### src/rtl/cpu_pkg.sv
// cpu_pkg: shared divider controller types and constants
package cpu_pkg;
    typedef enum logic [1:0] {IDLE, LAUNCH, WAIT, COMMIT} div_ctrl_state_t;
    localparam int DIV_ITER = 32;
    localparam int DIV_W = 32;
endpackage

### src/rtl/hilo_regs.sv
// hilo_regs: architectural HI/LO storage with mthi/mtlo vs commit write muxing and rdata mux
module hilo_regs
    import cpu_pkg::*;
#(
    parameter int WIDTH = DIV_W
) (
    input  logic             clk,
    input  logic             reset,
    input  logic             we,
    input  logic             wr_hi,
    input  logic             wr_lo,
    input  logic [WIDTH-1:0] wdata,
    input  logic             commit,
    input  logic [WIDTH-1:0] c_hi,
    input  logic [WIDTH-1:0] c_lo,
    input  logic             rd_hi,
    input  logic             rd_lo,
    output logic [WIDTH-1:0] hi,
    output logic [WIDTH-1:0] lo,
    output logic [WIDTH-1:0] rdata
);
    logic [WIDTH-1:0] hi_q, hi_d, lo_q, lo_d;

    always_comb begin
        hi_d = commit ? c_hi : (we && wr_hi) ? wdata : hi_q;
        lo_d = commit ? c_lo : (we && wr_lo) ? wdata : lo_q;
    end

    always_ff @(posedge clk or negedge reset) begin
        if (!reset) begin
            hi_q <= '0;
            lo_q <= '0;
        end else begin
            hi_q <= hi_d;
            lo_q <= lo_d;
        end
    end

    assign hi = hi_q;
    assign lo = lo_q;
    assign rdata = rd_hi ? hi_q : rd_lo ? lo_q : '0;
endmodule

### src/rtl/div_ctrl.sv
// div_ctrl: sequencer for the iterative signed divider; owns HI/LO and stalls HI/LO access in flight.
// Optional DIV_TIMEOUT_EN aborts a WAIT that reaches TIMEOUT_CYCLES without dv_end.
module div_ctrl
    import cpu_pkg::*;
#(
    parameter int WIDTH = DIV_W,
    parameter int TIMEOUT_CYCLES = DIV_ITER + 8
) (
    input  logic             clk,
    input  logic             reset,
    input  logic             div_req,
    input  logic [WIDTH-1:0] div_a,
    input  logic [WIDTH-1:0] div_b,
    output logic             div_ack,
    output logic             busy,
    output logic             div_zero,
    output logic             div_timeout,
    input  logic             wr_hi,
    input  logic             wr_lo,
    input  logic [WIDTH-1:0] wdata,
    input  logic             rd_hi,
    input  logic             rd_lo,
    output logic [WIDTH-1:0] rdata,
    output logic             stall,
    output logic             dv_start,
    output logic [WIDTH-1:0] dv_a,
    output logic [WIDTH-1:0] dv_b,
    input  logic             dv_end,
    input  logic [WIDTH-1:0] dv_high,
    input  logic [WIDTH-1:0] dv_low,
    output logic [WIDTH-1:0] hi,
    output logic [WIDTH-1:0] lo
);
    localparam int CW = $clog2(TIMEOUT_CYCLES + 1);

    div_ctrl_state_t  state_q, state_d;
    logic [CW-1:0]    cnt_q, cnt_d;
    logic [WIDTH-1:0] dv_a_q, dv_a_d, dv_b_q, dv_b_d;
    logic             timeout;

    always_comb begin
        state_d  = state_q;
        cnt_d    = cnt_q;
        dv_a_d   = dv_a_q;
        dv_b_d   = dv_b_q;
        div_ack  = 1'b0;
        div_zero = 1'b0;
        timeout  = 1'b0;
        case (state_q)
            IDLE: begin
                if (div_req) begin
                    div_ack = 1'b1;
                    if (div_b == '0) begin
                        div_zero = 1'b1;
                    end else begin
                        dv_a_d  = div_a;
                        dv_b_d  = div_b;
                        state_d = LAUNCH;
                    end
                end
            end
            LAUNCH: begin
                cnt_d   = '0;
                state_d = WAIT;
            end
            WAIT: begin
                if (cnt_q != CW'(TIMEOUT_CYCLES)) cnt_d = cnt_q + CW'(1);
                if (dv_end) state_d = COMMIT;
`ifdef DIV_TIMEOUT_EN
                else if (cnt_q == CW'(TIMEOUT_CYCLES)) begin
                    timeout = 1'b1;
                    state_d = IDLE;
                end
`endif
            end
            COMMIT:  state_d = IDLE;
            default: state_d = IDLE;
        endcase
    end

    always_ff @(posedge clk or negedge reset) begin
        if (!reset) begin
            state_q <= IDLE;
            cnt_q   <= '0;
            dv_a_q  <= '0;
            dv_b_q  <= '0;
        end else begin
            state_q <= state_d;
            cnt_q   <= cnt_d;
            dv_a_q  <= dv_a_d;
            dv_b_q  <= dv_b_d;
        end
    end

    assign busy        = state_q != IDLE;
    assign dv_start    = state_q == LAUNCH;
    assign dv_a        = dv_a_q;
    assign dv_b        = dv_b_q;
    assign div_timeout = timeout;
    assign stall       = (busy & (rd_hi | rd_lo | wr_hi | wr_lo)) | (div_req & ~div_ack);

    // mthi/mtlo only land while idle; the requester keeps the strobe up across a stall
    hilo_regs #(.WIDTH(WIDTH)) u_hilo (
        .clk    (clk),
        .reset  (reset),
        .we     (~busy),
        .wr_hi  (wr_hi),
        .wr_lo  (wr_lo),
        .wdata  (wdata),
        .commit (state_q == COMMIT),
        .c_hi   (dv_high),
        .c_lo   (dv_low),
        .rd_hi  (rd_hi),
        .rd_lo  (rd_lo),
        .hi     (hi),
        .lo     (lo),
        .rdata  (rdata)
    );
endmodule

### config.mk
export PLATFORM = sky130hd
export DESIGN_NAME = div_ctrl
export DESIGN_NICKNAME = d
export VERILOG_FILES = /design/src/rtl/cpu_pkg.sv /design/src/rtl/hilo_regs.sv /design/src/rtl/div_ctrl.sv
export SDC_FILE = /design/constraint.sdc
export NUM_CORES = 1
export LEC_CHECK = 0
export BUFFER_PORTS_ARGS = -buffer_cell sky130_fd_sc_hd__buf_2
export CAP_MARGIN = 10
export CORE_ASPECT_RATIO = 1.75
export CORE_MARGIN = 3
export CORE_UTILIZATION = 42
export DETAILED_ROUTE_END_ITERATION = 8
export GPL_TIMING_DRIVEN = 0
export PLACE_DENSITY = 0.76
export SKIP_CTS_REPAIR_TIMING = 1
export SLEW_MARGIN = 20
export SYNTH_ARGS = -nofsm -noshare
export SYNTH_HDL_FRONTEND = slang
export SYNTH_HIERARCHICAL = 1
export SYNTH_SLANG_ARGS = --single-unit
### constraint.sdc
create_clock -name clk -period 1.8 [get_ports clk]
set_clock_uncertainty 0.1 [all_clocks]
set_input_delay 0.09 -clock clk [delete_from_list [all_inputs] [get_ports clk]]
set_output_delay 0.09 -clock clk [all_outputs]
set_load 0.03 [all_outputs]
==> flow_summary.toml <==
[run_status]
outcome = "finished, violations left"
violations = "setup timing"

[routing]
via_per_inst = 5.480
drtAntennaViolNets = 0
drt_first_pass_iters = 6
remaining_drc_errors = 0
drt-total-wl_um = 27560
avgRoutedWirePerCell_um = 20.94
drt-initial-drc-count = 313
via_count = 7212

[worst_hold_path]
hold_path_class = "in -> reg"
hold_depth = 4
min_to = "state_q[1]$_DFFE_PN0P_"
hold_start = "dv_end"

[global_routing]
grt_pass1_wl_um = 34930
grt_overflow = 0
grt_max_degree = 73
grt_pass1_vias = 6470
track_usage_pct = 25.47
grt_antenna_before_repair = 0

[cells_and_area]
layout_commonest_cell = "buf_2"
final_util_pct = 70.87
nets = 1288
layout_common_cells = "buf_2 (359), dlygate4sd3_1 (162), dfrtp_1 (130)"
drive_above_1_share_pct = 49.78
instances_no_fill = 1316
areaGrowthSynthToFinish_pct = 63.83
num_antenna_cells = 0

[clocking]
clk_pin_slew_worst_paths_ns = 0.06
cts_root_buf = "clkbuf_16"
cts_tree = "yes"
cts_max_path_buffers = 2
insertion_delay_ns = 0.41
clkSinkCount = 130
htreeDepth = 4
cts_buffers = 17

[placed_design]
place.gp.congestion = 0.8773
dp.cells = 1103
hpwl_um = 18670
portBuffers = 332

[power]
seq_power_share_pct = 25.5
power_per_cell_area_mw_per_mm2 = 1897
leakagePower_nw = 5.435
p_sw_mw = 10.01
max-vdd-ir-drop_mv = 1.136
p_int_mw = 11.53
swShare_pct = 46.47
pwr-share-comb_pct = 56.8
p_clk_share_pct = 17.8

[critical_path]
cp_max_fo = 5
crit_path_top_delay_cell = "nor4_1"
arrival_ns = 2.00
cp-start-kind = "input port"
critPathBufInv = 5
rr_startpoint = "state_q[0]$_DFFE_PN0P_"
reg2regPathDepth = 9
crit_family = "buffers and inverters"
r2r_end = "dv_b[19]$_DFFE_PN0P_"
crit_type = "in -> reg"
path_cells = "buf_2 > nor4_1 > nand4_1 > buf_4 > o21ai_4 > buf_6 > buf_4 > buf_6 > mux2_2"
worstPathRequired_ns = 1.99
rrSetupSlack_ns = 0
cpPeakStageDelay_ns = 0.38
cp-end-kind = "flip-flop"

[floorplanning]
num_rows = 61
start_util_pct = 43.26
ios = 334
dieWidth_um = 103.1
die_h_um = 176.0
die-area_mm2 = 0.01815
coreArea_mm2 = 0.01603

[sta]
setup_ws_ns = -0.01222
fin_crit_sh_pct = 100.7
slew_headroom_pct = 60.99
max_freq_ghz = 0.5518
setup_viol = 7
worstMarginPinSlew_ns = 0.5851
tns_ns = -0.04665
hold_violations = 0
period_minus_slack_ns = 1.812
slew_violations = 0

[synth]
synth_seq_cells = 130
yosys.area.top_type = "dfrtp_1"
ys_seq_area_share_pct = 46.92
synthCells = 581
synth_top_area_share_pct = 46.92
syn-cell-area_mm2 = 0.006933
synth_nets = 753
avgSynthCellArea_um2 = 11.93
synth_area_leaders = "dfrtp_1 (47%), o311ai_2 (14%), mux2_2 (9.4%)"
ys_warn_count = 6
ys_types = 32

[flow_run]
drv_cap = 0
## cells in the mapped netlist (all sizes together)
library cell	instances
nand4b	64
a21oi	1
nand2	71
ha	4
conb	1
nor2b	1
a22o	30
o311ai	64
o2111ai	2
nor3	1
o22ai	1
and2	2
mux2	64
nor4	8
buf	54
o21ai	5
nand4	2
or2	1
nand2b	1
inv	68
nand3	1
clkbuf	2
nor2	2
dfrtp	130
a31oi	1
## tightest hold or removal path: stages
cell and delay [ns]:
buf_2 0.09, nand2b_1 0.18, nand3_1 0.10, o2111ai_1 0.07
## state kept, by name, indices dropped and copies added (netlist names)
register   flops
state_q        2
dv_b          32
u_hilo/hi     32
u_hilo/lo     32
dv_a          32
## power groups by stage
stage / Combinational [mW] / Sequential (mW) / Clock (mW)
2_1_floorplan: 5.33 / 8.18 / 0
3_3_place_gp: 11.3 / 5.42 / 0
3_5_place_dp: 11.4 / 5.47 / 0
4_1_cts: 11.5 / 5.43 / 3.89
5_1_grt: 12.8 / 5.65 / 4.00
6_report: 12.2 / 5.48 / 3.83
## logic make-up after synthesis
family	Yosys count	share of synthesized area (%)
mux	64	10.40
fa+ha+maj	4	0.7219
flops	130	46.92
compound gates	104	19.40
other cells	1	0.05409
buf+inv	124	8.861
simple gates	154	13.64
## worst max path at each step
stage / startpoint / to / cells past startpoint
floorplan: state_q[0]$_DFFE_PN0P_ / dv_a[21]$_DFFE_PN0P_ / 7
global placement: reset / u_hilo/hi[16]$_DFFE_PN0P_ / 1
detailed placement: div_b[9] / dv_a[21]$_DFFE_PN0P_ / 6
CTS: state_q[0]$_DFFE_PN0P_ / dv_a[21]$_DFFE_PN0P_ / 7
global route: div_b[10] / dv_b[19]$_DFFE_PN0P_ / 9
finish: div_b[10] / dv_b[19]$_DFFE_PN0P_ / 9
## per-stage QoR
step                      hold slack (ns)  power (mW)  worst slack [ns]  cell area, um^2
after floorplan                   -0.3056       13.51          0.004925             6938
after global placement             0.1990       16.67            -1.335             8836
after detailed placement         -0.05475       16.90           -0.5054             8874
after CTS                         -0.4974       20.81           -0.1751             9510
after global routing              0.07213       22.49           -0.1083            11360
final                             0.04583       21.54          -0.01222            11360
## metal layers
metal  track usage, %  routed length [um]  share of wire, %
met1            26.45                9226                33
met2            46.84               15310                56
met3            5.536                1806               6.6
met4            12.21                1221               4.4
met5                0                   0                 0
## area by class of cell
cell class / instances / area, um^2
multi-input combinational: 327 / 3085
timing repair buffer: 516 / 3507
sequential: 130 / 3253
clock inverter: 13 / 211.5
fill: 1103 / 4669
clock buffer: 17 / 425.4
inverter: 68 / 257.7
tap: 189 / 236.5
buffer: 56 / 381.6
(Power assumes the default switching activity.)
